===== src/rtl/pic_decoder_pkg.sv =====
// Shared types and constants for the picture read-back decoder.
// The scan-order mapping lives here so the top and any checker agree on it.
package pic_decoder_pkg;

  localparam int PIX_W      = 24;
  localparam int ADDR_W     = 18;
  localparam int CODE_W     = 6;
  localparam int FIFO_DEPTH = 4;
  localparam int IDX_W      = 12;
  localparam int NPIX       = 4096;
  localparam int IMG_W      = 64;
  localparam int COL_B      = $clog2(IMG_W);
  localparam int CNT_W      = $clog2(FIFO_DEPTH) + 1;

  typedef enum logic [1:0] {
    IDLE  = 2'd0,
    RUN   = 2'd1,
    DRAIN = 2'd2,
    DONE  = 2'd3
  } state_t;

  typedef enum logic [1:0] {
    RASTER     = 2'd0,
    REV_RASTER = 2'd1,
    COL_MAJOR  = 2'd2,
    ROW_REV    = 2'd3
  } scan_mode_t;

  function automatic logic [IDX_W-1:0] scan_addr(input scan_mode_t mode,
                                                 input logic [IDX_W-1:0] k);
    logic [IDX_W-1:0] p;
    case (mode)
      RASTER:     p = k;
      REV_RASTER: p = ~k;  // 4095 - k for a 12-bit index
      COL_MAJOR:  p = {k[COL_B-1:0], k[IDX_W-1:COL_B]};
      ROW_REV:    p = {k[IDX_W-1:COL_B], ~k[COL_B-1:0]};
      default:    p = k;
    endcase
    return p;
  endfunction

endpackage


===== src/rtl/pic_decoder_if.sv =====
// Bus bundle between the decoder, its two synchronous-read RAMs and the pixel sink.
interface pic_decoder_if;
  import pic_decoder_pkg::*;

  logic              start;
  logic [1:0]        mode;
  logic              RAM_PIC_OE;
  logic [ADDR_W-1:0] RAM_PIC_A;
  logic [PIX_W-1:0]  RAM_PIC_Q;
  logic              RAM_W_OE;
  logic [ADDR_W-1:0] RAM_W_A;
  logic [PIX_W-1:0]  RAM_W_Q;
  logic              out_valid;
  logic              out_ready;
  logic [PIX_W-1:0]  out_pixel;
  logic [IDX_W-1:0]  out_index;
  logic              busy;
  logic              done;

  modport master (
    input  start, mode, RAM_PIC_Q, RAM_W_Q, out_ready,
    output RAM_PIC_OE, RAM_PIC_A, RAM_W_OE, RAM_W_A,
           out_valid, out_pixel, out_index, busy, done
  );

  modport slave (
    output start, mode, RAM_PIC_Q, RAM_W_Q, out_ready,
    input  RAM_PIC_OE, RAM_PIC_A, RAM_W_OE, RAM_W_A,
           out_valid, out_pixel, out_index, busy, done
  );

endinterface


===== src/rtl/pic_decoder_pix_fifo.sv =====
// Small synchronous output FIFO; the head entry is visible combinationally.
// Push is accepted when full only if a pop happens in the same cycle.
module pix_fifo #(
  parameter  int DEPTH = 4,
  parameter  int WIDTH = 36,
  localparam int PTR_W = $clog2(DEPTH),
  localparam int CNT_W = $clog2(DEPTH) + 1
) (
  input  logic             clk,
  input  logic             rst,
  input  logic             i_push,
  input  logic [WIDTH-1:0] i_data,
  input  logic             i_pop,
  output logic [WIDTH-1:0] o_data,
  output logic [CNT_W-1:0] o_count,
  output logic             o_full,
  output logic             o_empty
);

  logic [WIDTH-1:0] r_mem [DEPTH];
  logic [PTR_W-1:0] r_wr;
  logic [PTR_W-1:0] r_rd;
  logic [CNT_W-1:0] r_cnt;
  logic             w_pop;
  logic             w_push;

  assign o_empty = (r_cnt == '0);
  assign o_full  = (r_cnt == CNT_W'(DEPTH));
  assign w_pop   = i_pop && !o_empty;
  assign w_push  = i_push && (!o_full || w_pop);
  assign o_data  = r_mem[r_rd];
  assign o_count = r_cnt;

  always_ff @(posedge clk or posedge rst) begin
    if (rst) begin
      for (int i = 0; i < DEPTH; i++) r_mem[i] <= '0;
      r_wr  <= '0;
      r_rd  <= '0;
      r_cnt <= '0;
    end else begin
      if (w_push) begin
        r_mem[r_wr] <= i_data;
        r_wr        <= r_wr + PTR_W'(1);
      end
      if (w_pop) r_rd <= r_rd + PTR_W'(1);
      case ({w_push, w_pop})
        2'b10:   r_cnt <= r_cnt + CNT_W'(1);
        2'b01:   r_cnt <= r_cnt - CNT_W'(1);
        default: r_cnt <= r_cnt;
      endcase
    end
  end

endmodule


===== src/rtl/pic_decoder.sv =====
// Walks the tag picture in the chosen scan order, looks up each codeword and
// streams the RGB result. Issue is credit-limited so the FIFO never overflows.
//   state | meaning
//   IDLE  | waiting for start, mode latched on accept
//   RUN   | issuing one tag read per cycle while credit allows
//   DRAIN | all reads issued, waiting for pipeline and FIFO to empty
//   DONE  | one-cycle done pulse
module pic_decoder
  import pic_decoder_pkg::*;
(
  input  logic          clk,
  input  logic          rst,
  pic_decoder_if.master bus
);

  localparam int OCC_W = CNT_W + 1;

  state_t                  r_state;
  state_t                  w_state_nxt;
  scan_mode_t              r_mode;
  logic [IDX_W-1:0]        r_k;
  logic                    r_v_pic;
  logic [IDX_W-1:0]        r_p_pic;
  logic                    r_v_w;
  logic [IDX_W-1:0]        r_p_w;
  logic [IDX_W-1:0]        w_p;
  logic                    w_issue;
  logic                    w_credit;
  logic                    w_pop;
  logic                    w_drained;
  logic [OCC_W-1:0]        w_occ;
  logic [CNT_W-1:0]        w_fifo_cnt;
  logic                    w_fifo_full;
  logic                    w_fifo_empty;
  logic [PIX_W+IDX_W-1:0]  w_head;
  logic                    w_unused;

  assign w_p   = scan_addr(r_mode, r_k);
  assign w_pop = !w_fifo_empty && bus.out_ready;

  // Everything already committed (FIFO plus both pipeline slots) minus what leaves now
  assign w_occ = OCC_W'(w_fifo_cnt) + OCC_W'(r_v_pic) + OCC_W'(r_v_w) - OCC_W'(w_pop);
  assign w_credit = (w_occ < OCC_W'(FIFO_DEPTH));

  // Finish on the edge of the last handshake so done lands the cycle after it
  assign w_drained = !r_v_pic && !r_v_w &&
                     (w_fifo_empty || ((w_fifo_cnt == CNT_W'(1)) && w_pop));

  always_ff @(posedge clk or posedge rst) begin
    if (rst) r_state <= IDLE;
    else     r_state <= w_state_nxt;
  end

  always_comb begin
    w_state_nxt = r_state;
    w_issue     = 1'b0;
    case (r_state)
      IDLE:  if (bus.start) w_state_nxt = RUN;
      RUN: begin
        w_issue = w_credit;
        if (w_credit && (r_k == IDX_W'(NPIX - 1))) w_state_nxt = DRAIN;
      end
      DRAIN: if (w_drained) w_state_nxt = DONE;
      DONE:  w_state_nxt = IDLE;
      default: w_state_nxt = IDLE;
    endcase
  end

  always_ff @(posedge clk or posedge rst) begin
    if (rst) begin
      r_mode  <= RASTER;
      r_k     <= '0;
      r_v_pic <= 1'b0;
      r_p_pic <= '0;
      r_v_w   <= 1'b0;
      r_p_w   <= '0;
    end else begin
      if ((r_state == IDLE) && bus.start) begin
        r_mode <= scan_mode_t'(bus.mode);
        r_k    <= '0;
      end else if (w_issue) begin
        r_k <= r_k + IDX_W'(1);
      end
      r_v_pic <= w_issue;
      r_p_pic <= w_p;
      r_v_w   <= r_v_pic;
      r_p_w   <= r_p_pic;
    end
  end

  pix_fifo #(
    .DEPTH (FIFO_DEPTH),
    .WIDTH (PIX_W + IDX_W)
  ) u_fifo (
    .clk     (clk),
    .rst     (rst),
    .i_push  (r_v_w),
    .i_data  ({bus.RAM_W_Q, r_p_w}),
    .i_pop   (w_pop),
    .o_data  (w_head),
    .o_count (w_fifo_cnt),
    .o_full  (w_fifo_full),
    .o_empty (w_fifo_empty)
  );

  assign bus.RAM_PIC_OE = w_issue;
  assign bus.RAM_PIC_A  = w_issue ? ADDR_W'(w_p) : '0;
  assign bus.RAM_W_OE   = r_v_pic;
  assign bus.RAM_W_A    = r_v_pic ? ADDR_W'(bus.RAM_PIC_Q[CODE_W-1:0]) : '0;
  assign bus.out_valid  = !w_fifo_empty;
  assign {bus.out_pixel, bus.out_index} = w_head;
  assign bus.busy       = (r_state == RUN) || (r_state == DRAIN);
  assign bus.done       = (r_state == DONE);

  // Upper tag bits carry no code; full flag is implied by the credit rule
  assign w_unused = ^{bus.RAM_PIC_Q[PIX_W-1:CODE_W], w_fifo_full};

endmodule


===== src/flat_wrapper.sv =====
// flat-port wrapper written by rule: the top's interface ports become plain ports
module pic_decoder_flat import pic_decoder_pkg::*;
  (clk, rst, bus_start, bus_mode, bus_RAM_PIC_Q, bus_RAM_W_Q, bus_out_ready, bus_RAM_PIC_OE, bus_RAM_PIC_A, bus_RAM_W_OE, bus_RAM_W_A, bus_out_valid, bus_out_pixel, bus_out_index, bus_busy, bus_done);
  pic_decoder_if bus_i ();
  input  logic clk;
  input  logic rst;
  input wire logic [$bits(bus_i.start)-1:0] bus_start;
  input wire logic [$bits(bus_i.mode)-1:0] bus_mode;
  input wire logic [$bits(bus_i.RAM_PIC_Q)-1:0] bus_RAM_PIC_Q;
  input wire logic [$bits(bus_i.RAM_W_Q)-1:0] bus_RAM_W_Q;
  input wire logic [$bits(bus_i.out_ready)-1:0] bus_out_ready;
  output wire logic [$bits(bus_i.RAM_PIC_OE)-1:0] bus_RAM_PIC_OE;
  output wire logic [$bits(bus_i.RAM_PIC_A)-1:0] bus_RAM_PIC_A;
  output wire logic [$bits(bus_i.RAM_W_OE)-1:0] bus_RAM_W_OE;
  output wire logic [$bits(bus_i.RAM_W_A)-1:0] bus_RAM_W_A;
  output wire logic [$bits(bus_i.out_valid)-1:0] bus_out_valid;
  output wire logic [$bits(bus_i.out_pixel)-1:0] bus_out_pixel;
  output wire logic [$bits(bus_i.out_index)-1:0] bus_out_index;
  output wire logic [$bits(bus_i.busy)-1:0] bus_busy;
  output wire logic [$bits(bus_i.done)-1:0] bus_done;
  assign bus_i.start = bus_start;
  assign bus_i.mode = bus_mode;
  assign bus_i.RAM_PIC_Q = bus_RAM_PIC_Q;
  assign bus_i.RAM_W_Q = bus_RAM_W_Q;
  assign bus_i.out_ready = bus_out_ready;
  assign bus_RAM_PIC_OE = bus_i.RAM_PIC_OE;
  assign bus_RAM_PIC_A = bus_i.RAM_PIC_A;
  assign bus_RAM_W_OE = bus_i.RAM_W_OE;
  assign bus_RAM_W_A = bus_i.RAM_W_A;
  assign bus_out_valid = bus_i.out_valid;
  assign bus_out_pixel = bus_i.out_pixel;
  assign bus_out_index = bus_i.out_index;
  assign bus_busy = bus_i.busy;
  assign bus_done = bus_i.done;
  pic_decoder u_core (.clk(clk), .rst(rst), .bus(bus_i));
endmodule

===== config.mk =====
export PLATFORM = sky130hd
export DESIGN_NAME = pic_decoder_flat
export DESIGN_NICKNAME = d
export VERILOG_FILES = /design/src/rtl/pic_decoder_pkg.sv /design/src/rtl/pic_decoder_if.sv /design/src/rtl/pic_decoder_pix_fifo.sv /design/src/rtl/pic_decoder.sv /design/src/flat_wrapper.sv
export SDC_FILE = /design/constraint.sdc
export NUM_CORES = 1
export LEC_CHECK = 0
export ABC_AREA = 1
export ABC_CLOCK_PERIOD_IN_PS = 7730
export CORE_MARGIN = 2
export CORE_UTILIZATION = 55
export CTS_CLUSTER_DIAMETER = 50
export DETAILED_ROUTE_END_ITERATION = 16
export GPL_ROUTABILITY_DRIVEN = 0
export HOLD_SLACK_MARGIN = 0.05
export MAX_ROUTING_LAYER = met4
export PLACE_DENSITY = 0.81
export SYNTH_ARGS = -nofsm -noshare
export SYNTH_HDL_FRONTEND = slang
export SYNTH_SLANG_ARGS = --single-unit

===== constraint.sdc =====
create_clock -name clk -period 7.73 [get_ports clk]
set_input_delay 1.546 -clock clk [delete_from_list [all_inputs] [get_ports clk]]
set_output_delay 1.546 -clock clk [all_outputs]
set_load 0.02 [all_outputs]

======== Yosys cells after proc, flatten, opt, wreduce, memory -nomap -nowiden ========
Cells that the tools add are included.
word-level totals
  memories kept ........................... 0
  memory bits (writable) .................. 0
  latch bits .............................. 0
  input bits .............................. 54
  register bits after elaboration ......... 193
  memory bits (read-only) ................. 0
  word-level logic and storage cells ...... 83
operators by class
  div/mod/pow operators ................... 0
  equal/unequal tests ..................... 14
  magnitude comparators ................... 4
  bitwise operators ....................... 4
  multipliers ............................. 0
  reductions and logical operators ........ 22
  mux-type cells .......................... 17
  shifts and indexed selects .............. 0
  add/subtract/negate cells ............... 8
operators with widths
  cell                                                  number
  bitwise mux 144 bit                                   1
  two-way mux 36 bit                                    3
  binary-select mux 36 bit (select 2 bit)               1
  demux 36 bit (select 2 bit)                           1
  one-hot mux 12 bit (4 select lines)                   1
  two-way mux 12 bit                                    3
  adder 12 x 1 -> 12 bit (second input constant)        1
  equality test 12 bit (second input constant)          1
  inverter 12 bit                                       1
  equality test 2 bit (second input constant)           5
  logical AND 1 bit                                     9
  one-hot mux 2 bit (4 select lines)                    1
  equality test 2 x 1 -> 1 bit (second input constant)  3
  >= comparator 3 bit (second input constant)           2
  two-way mux 2 bit                                     3
  two-way mux 6 bit                                     1
  inverter 2 -> 3 bit                                   2
  inverter 6 bit                                        1
  one-hot mux 3 bit (2 select lines)                    1
  adder 2 x 1 -> 2 bit (second input constant)          2
  adder 3 x 1 -> 4 bit                                  1
  adder 4 x 1 -> 4 bit                                  1
  zero test 1 bit                                       4
  zero test 2 bit                                       2
  14 further kinds                                      18

======== Logic depth before layout (Yosys ltp) ========
Gate-level depths: netlist of the first run.
  depth in word-level cells ............... 8
  mapped depth ............................ 18
  gate-level depth less buffers ........... 18

======== Hierarchy ========
From an unflattened synthesis of the first run, not the netlist that was laid out.
unflattened totals
  cells, all modules ...................... 1195
  area total of the unflattened synthesis .. 9912.0 um^2
by module, submodules not included
  module       area an instance (um^2)  seq. area each (um^2)  instances  cells an instance
  pix_fifo     7437.1                   3778.6                 1          892
  pic_decoder  2474.9                   1051.0                 1          303

======== Least setup slack after synthesis of the first run ========
No wires, ideal clock.
  kind .................................... input to output
  from .................................... input bus_out_ready
  to ...................................... output bus_RAM_PIC_A[10]
  buffers on the path ..................... 1
  cell stages on the path ................. 13
  data required time ...................... 6184 ps
  path slack .............................. 2971 ps
  arrival ................................. 3213 ps
  path through ............................ nand2_2 inv_1 ha_1 inv_1 ha_1 nand2_1 nand2_1 nand2_1 nand2_1 nand2_2 nand3_4 buf_6 a31oi_1
on the way
  word-level cells in the longest chain between the ends .. 5
RTL lines
  what                                 line                text
  start, declared                      flat_wrapper.sv:11  input wire logic [$bits(bus_i.out_ready)-1:0] bus_out_ready;
  logical AND 1 bit                    pic_decoder.sv:39   assign w_pop = !w_fifo_empty && bus.out_ready;
  subtractor 4 x 1 -> 4 bit            pic_decoder.sv:42   assign w_occ = OCC_W'(w_fifo_cnt) + OCC_W'(r_v_pic) + OCC_W'(r_v_w) - OCC_W'(w_pop);
  less-than comparator 4 x 3 -> 1 bit  pic_decoder.sv:43   assign w_credit = (w_occ < OCC_W'(FIFO_DEPTH));
  two-way mux 1 bit                    pic_decoder.sv:57   case (r_state)
  two-way mux 12 bit                   pic_decoder.sv:107  assign bus.RAM_PIC_A = w_issue ? ADDR_W'(w_p) : '0;
  end, declared                        flat_wrapper.sv:13  output wire logic [$bits(bus_i.RAM_PIC_A)-1:0] bus_RAM_PIC_A;
Every way passes these cells.

======== Worst setup path in the final report of the first run ========
Ends and elaborated chain as after synthesis.

==> run metrics, run 1 <==
status finished clean; Post-Syn Area 0.00888 mm2; P&R area growth vs syn 18.0%; Die ar. 0.0172 mm2; Least-Margin Pin Slew 762 ps; routed len/inst 14.9 um; worst-path fanout max 19; DP Area 0.00985 mm2; Reg-to-Reg Start u_core.u_fifo.o_count[1]; Slew Viols, Final 0; most frequent CP cell nand2_1; Clock Pin Slew Worst Setup and Hold Paths 70 ps; final period utilization 0.761; DRC 0; drt total wl 19,900 um; Final ANT Viol Nets 0; met2 Use GR 0.408; vias per cell 5.42; largest net degree at the start of global routing 86; die width 131 um; CTS root buf clkbuf_16; gr usage total 0.254; total core area 0.0158 mm2; flops & latches, synth 193; Highest Clock Rate 0.170 GHz; first-pass GRT wire length 33,500 um; Worst Skew 7.70 ps; antenna violations before repair 0; design area 0.0105 mm2; critical path's largest stage delay 650 ps; Global Route met3 Usage 0.0499; standard-cell rows 46; pwr/cell area 449 mW/mm2; hold_buf cts 0; WS Path Type input pin to output pin; global route hottest layer met2; vias 7,245; initial core utilization 0.561; GR Layer Usage met1 0.322; CP max stage cell clkdlybuf4s50_1; htree depth 4; layout cells sized above 1 0.0598; Yosys Warn Count 0; Post-DP HPWL 11,500 um; max-cap violation count 0; sequential area share after synthesis 0.544; CP Capture Type output pin; Final Net Count 1,180; Max VDD drop 0.000313 V; TritonCTS Buffers 17; first-pass detailed-route iteration total 8; HP Class flip-flop to flip-flop; hold_sp u_core.r_p_pic[2]; DIE HEIGHT 131 um; Top Ports 131; final setup fails 0; CTS tree done; setup TNS 0 ps; total power 4.71 mW; Fillers 1,273; Hold Vio Cnt, Final 0; clk_lat worst skew 430 ps; CP startpoint bus_out_ready; min Tclk post-route 5880 ps; Post-CTS Setup Bufs 0; Slew HR 0.492; syn_area_per_cell 8.55 um2; leakage 4.95 nW; Max clock buf depth 2; sequential cell area 0.00483 mm2; CP cell instances clkdlybuf4s50_1, nand2_2, inv_1, ha_1, inv_1, ha_1, nand2_1, nand2_1, nand2_1, nand2_1, nand2_2, nand3_4, a31oi_1, clkdlybuf4s50_1; Sink Count 193; Resized Gates After CTS 0; critical path launch point type input pin; Critical Path AT 4340 ps; area of the multi-input gates 0.00341 mm2; Syn Inst Count 1,039; IO buf count 94; unique cell type count in the Yosys netlist 31; antenna cells 0; CP required 6180 ps; number of global-route vias before repair 7,148; RSZ-0062 raised after global routing no; gr ovfl total 0; 1st-iter DRT viols 633
power breakdown:
group	leakage (nW)	internal (mW)	switching, mW
clock network	0.303	0.521	0.403
logic	2.19	0.830	1.28
registers	2.46	1.44	0.236
critical path: cells and delay by family:
kind	cells	cell delay (ps)
compound gates	1	280
buf+inv	4	1210
fa+ha+maj	2	550
simple gates	7	730
synth_stat cells (all sizes together):
cell / n / area [um2]
a21oi: 2 / 10.0
o22ai: 36 / 225
a31oi: 8 / 56.3
nor2: 100 / 399
xor2: 8 / 70.1
nor3: 2 / 10.0
xnor2: 1 / 8.76
nand4: 8 / 50.1
inv: 84 / 315
o211ai: 2 / 15.0
dfrtp: 193 / 4830
nand3: 26 / 153
buf: 55 / 328
o21ai: 236 / 1180
or2: 1 / 6.26
ha: 18 / 225
nand2: 242 / 933
clkbuf: 16 / 60.1
conb: 1 / 3.75
state kept, by name, summed over array words and instances, names as in the netlist:
register and cells:
u_core.u_fifo.r_mem 144, u_core.r_p_pic 12, u_core.u_fifo.o_count 3, u_core.bus.RAM_W_OE 1, u_core.r_k 12, u_core.r_v_w 1, u_core.r_p_w 12, u_core.r_mode 2
u_core.r_state 2, u_core.u_fifo.r_rd 2, u_core.u_fifo.r_wr 2
path summary, 6_finish.rpt:
kind                                             to  slack (ps)  depth (start not counted)
min in group asynchronous         u_core.r_state[1]        1580                          2
max in group asynchronous  u_core.u_fifo.r_mem[117]        4900                          3
max reg2reg                           u_core.r_k[5]        5010                         16
max                               bus_RAM_PIC_A[10]        1850                         14
min                                 u_core.r_p_w[2]         350                          0
min reg2reg                         u_core.r_p_w[2]         350                          0
area by class of cell:
type,instances,share of cell area
timing repair buffer,104,0.0969
inverter,84,0.0306
clock buffer,17,0.0406
clock inverter,15,0.0195
tap,216,0.0258
sequential,193,0.461
multi-input combinational,708,0.326
cells in the final DEF (no fill, tap or decap), drive strengths merged:
cell             n
nand2          242
o21ai          236
dfrtp          193
nor2           100
clkdlybuf4s50   94
inv             88
o22ai           36
nand3           26
ha              18
conb            18
clkbuf          17
buf             10
nand4            8
xor2             8
a31oi            8
clkinv           6
bufinv           3
nor3             2
o211ai           2
a21oi            2
clkinvlp         2
or2              1
xnor2            1
cell families (layout without fill, tap and decap cells):
group / count (synthesis) / after routing / synth area share
AND/OR/NAND/NOR: 379 / 379 / 0.175
buffers and inverters: 155 / 220 / 0.0792
AO/OA/AOI/OAI: 284 / 284 / 0.168
other: 1 / 18 / 0.000422
XOR/XNOR: 9 / 9 / 0.00887
adder cells (fa/ha/maj): 18 / 18 / 0.0254
flip-flops: 193 / 193 / 0.544
routing by layer:
| metal | wire length, um | vias up |
|---|---|---|
| met4 | 281 | 0 |
| met5 | 0 | - |
| li1 | - | 3498 |
| met2 | 9760 | 273 |
| met1 | 8650 | 3443 |
| met3 | 1200 | 31 |
stage by stage:
stage          setup WS [ps]  hold slack (ps)   util  cells
3_5_place_dp            1910              336  0.622   1305
6_report                1850              353  0.662   1337
3_3_place_gp            1970              331  0.622   1305
5_1_grt                 1660              355  0.662   1337
4_1_cts                 1890              352  0.662   1337
2_1_floorplan            928              331      -   1056
Note: power is estimated with default switching activity, not from simulation.
==> run 2: changes to the inputs <==
ABC_CLOCK_PERIOD_IN_PS = 4950   (was 7730)
CORE_UTILIZATION = 49   (was 55)
PLACE_DENSITY = 0.76   (was 0.81)
clock period = 4.95 ns   (was 7.73 ns; I/O delays follow)
==> run metrics, run 2 (synthesis gave the netlist of run 1 again) <==
TritonCTS Buffers 17 (unchanged); Final WS setup 283 ps (-1560 ps); Sw Pwr 2.97 mW (+55%); initial core utilization 0.496 (-0.0650); Worst Skew 6.67 ps (-1.03 ps); hold_buf cts 0 (unchanged); max-cap violation count 0 (unchanged); setup TNS 0 ps (unchanged); first-pass GRT wire length 33,100 um (-1.3%); number of global-route vias before repair 6,684 (-6.5%); Sink Count 193 (unchanged); Post-CTS Setup Bufs 0 (unchanged); first-pass detailed-route iteration total 6 (-2); worst-path fanout max 19 (unchanged); Combinational Power Share 0.449 (about the same); sw frac 0.406 (-0.00129); CP required 3960 ps (-2220 ps); post-place setup slack 297 ps (-1610 ps); Reg with most FFs u_core.u_fifo.r_mem; final setup fails 0 (unchanged); critical path launch point type input pin; CTS tree done; leakage 4.93 nW (-0.35%); CP max stage cell clkdlybuf4s50_1; Resized Gates After CTS 0 (unchanged); vias 7,188 (-0.79%); part of the power in registers 0.358 (+0.002); DRC 0 (unchanged); Fillers 1,607 (+26%); 1st-iter DRT viols 545 (-14%); antenna cells 0 (unchanged); Clock Pin Slew Worst Setup and Hold Paths 60 ps (about the same); layout cells sized above 1 0.0580 (-0.00173); total core area 0.0179 mm2 (+13%); routed len/inst 14.5 um (-2.2%); RSZ-0062 raised after global routing no; htree depth 4 (unchanged); CP cell instances clkdlybuf4s50_1, nand2_2, inv_1, ha_1, inv_1, ha_1, nand2_1, nand2_1, nand2_1, nand2_1, nand2_2, nand3_4, a31oi_1, clkdlybuf4s50_1; CTS root buf clkbuf_16; Highest Clock Rate 0.214 GHz; IO buf count 94 (unchanged); most frequent CP cell nand2_1; Final Net Count 1,179 (-0.085%); HP Class flip-flop to flip-flop; Post-DP HPWL 11,400 um (-0.68%); Max clock buf depth 2 (unchanged); Top Ports 131 (unchanged); final period utilization 0.943; pwr/cell area 699 mW/mm2 (+56%); DIE HEIGHT 139 um (+5.8%); total power 7.32 mW (+55%); Buf/Inv on CP 4 (unchanged); drt total wl 19,600 um (-1.3%); WS Path Type input pin to output pin; die width 139 um (+5.8%); sequential cell area 0.00483 mm2 (unchanged); Die ar. 0.0192 mm2 (+12%); min Tclk post-route 4670 ps; Critical Path AT 3680 ps (-660 ps); Max VDD drop 0.000418 V (+34%); critical path's top delay family buffers and inverters; critical path's largest stage delay 650 ps (about the same); antenna violations before repair 0 (unchanged); Power Internal 4.35 mW (+56%); status finished clean; Slew Viols, Final 0 (unchanged); vias per cell 5.33 (-1.7%); clk_lat worst skew 430 ps (about the same); max FFs per register 144 (unchanged); gr ovfl total 0 (unchanged); most frequent cells in the layout 232 x nand2_1, 211 x o21ai_0, 192 x dfrtp_1; largest net degree at the start of global routing 194 (+130%); Clk pwr share 0.193 (-0.003); Least-Margin Pin Slew 1010 ps (+250 ps); area of the multi-input gates 0.00341 mm2 (unchanged); most common cell after layout, fill and taps aside nand2_1; Hold Vio Cnt, Final 0 (unchanged); P&R area growth vs syn 18.0% (about the same); Final ANT Viol Nets 0 (unchanged); CP Capture Type output pin; Slew HR 0.325 (-0.167); gr usage total 0.215 (-0.0393); standard-cell rows 49 (+6.5%)
## run 2: final timing paths
kind                                       endpoint  slack [ps]                     start  cells after the start
max reg2reg                           u_core.r_k[5]        2290  u_core.u_fifo.o_count[1]                     16
min                                 u_core.r_p_w[8]         350         u_core.r_p_pic[8]                      0
min in group asynchronous  u_core.u_fifo.r_mem[110]        1180                       rst                      3
max in group asynchronous   u_core.u_fifo.r_mem[85]        3030                       rst                      3
max                                bus_RAM_PIC_A[8]         280             bus_out_ready                     14
min reg2reg                         u_core.r_p_w[8]         350         u_core.r_p_pic[8]                      0
## run 2: power by group through the flow
stage | sequential, mW | clock, mW | combinational, mW
floorplan | 2.54 | 0 | 2.19
global placement | 2.61 | 0 | 3.22
detailed placement | 2.63 | 0 | 3.28
CTS | 2.61 | 1.44 | 3.30
global route | 2.70 | 1.51 | 3.65
finish | 2.62 | 1.41 | 3.29
## run 2: layout make-up
| type | instances | area share |
|---|---|---|
| clock buffers | 18 | 0.0410 |
| clock inverters | 14 | 0.0170 |
| inverters | 84 | 0.0304 |
| multi-input cells | 708 | 0.326 |
| flip-flops and latches | 193 | 0.461 |
| well taps | 229 | 0.0273 |
| repair buffers | 103 | 0.0974 |
## run 2: stage by stage
step / instances / util / hold slack (ps) / area [um2]
2_1_floorplan: 1056 / - / 331 / 8950
5_1_grt: 1349 / 0.585 / 354 / 10500
3_3_place_gp: 1317 / 0.551 / 332 / 9870
6_report: 1349 / 0.585 / 349 / 10500
3_5_place_dp: 1317 / 0.551 / 335 / 9870
4_1_cts: 1349 / 0.585 / 350 / 10500
## run 2: worst reg2reg max path, stage by stage, from the launching register on
cell and delay, ps:
dfrtp_1 420, inv_1 140, ha_1 190, nand2_1 110, nand2_2 110, inv_1 60, ha_1 270, inv_1 40
ha_1 260, nand2_1 70, nand2_1 50, nand2_1 100, nand2_1 80, nand2_2 100, nand3_4 200, nand2_2 230
o21ai_0 110
## run 2: per-layer routing
layer | vias to the layer above | wire [um] | global-route usage | share of wire
met5 | - | 0 | - | 0
met4 | 0 | 292 | 0.0595 | 0.015
met3 | 23 | 1110 | 0.0390 | 0.056
met2 | 241 | 9180 | 0.331 | 0.47
met1 | 3430 | 9040 | 0.296 | 0.46
li1 | 3494 | - | - | -
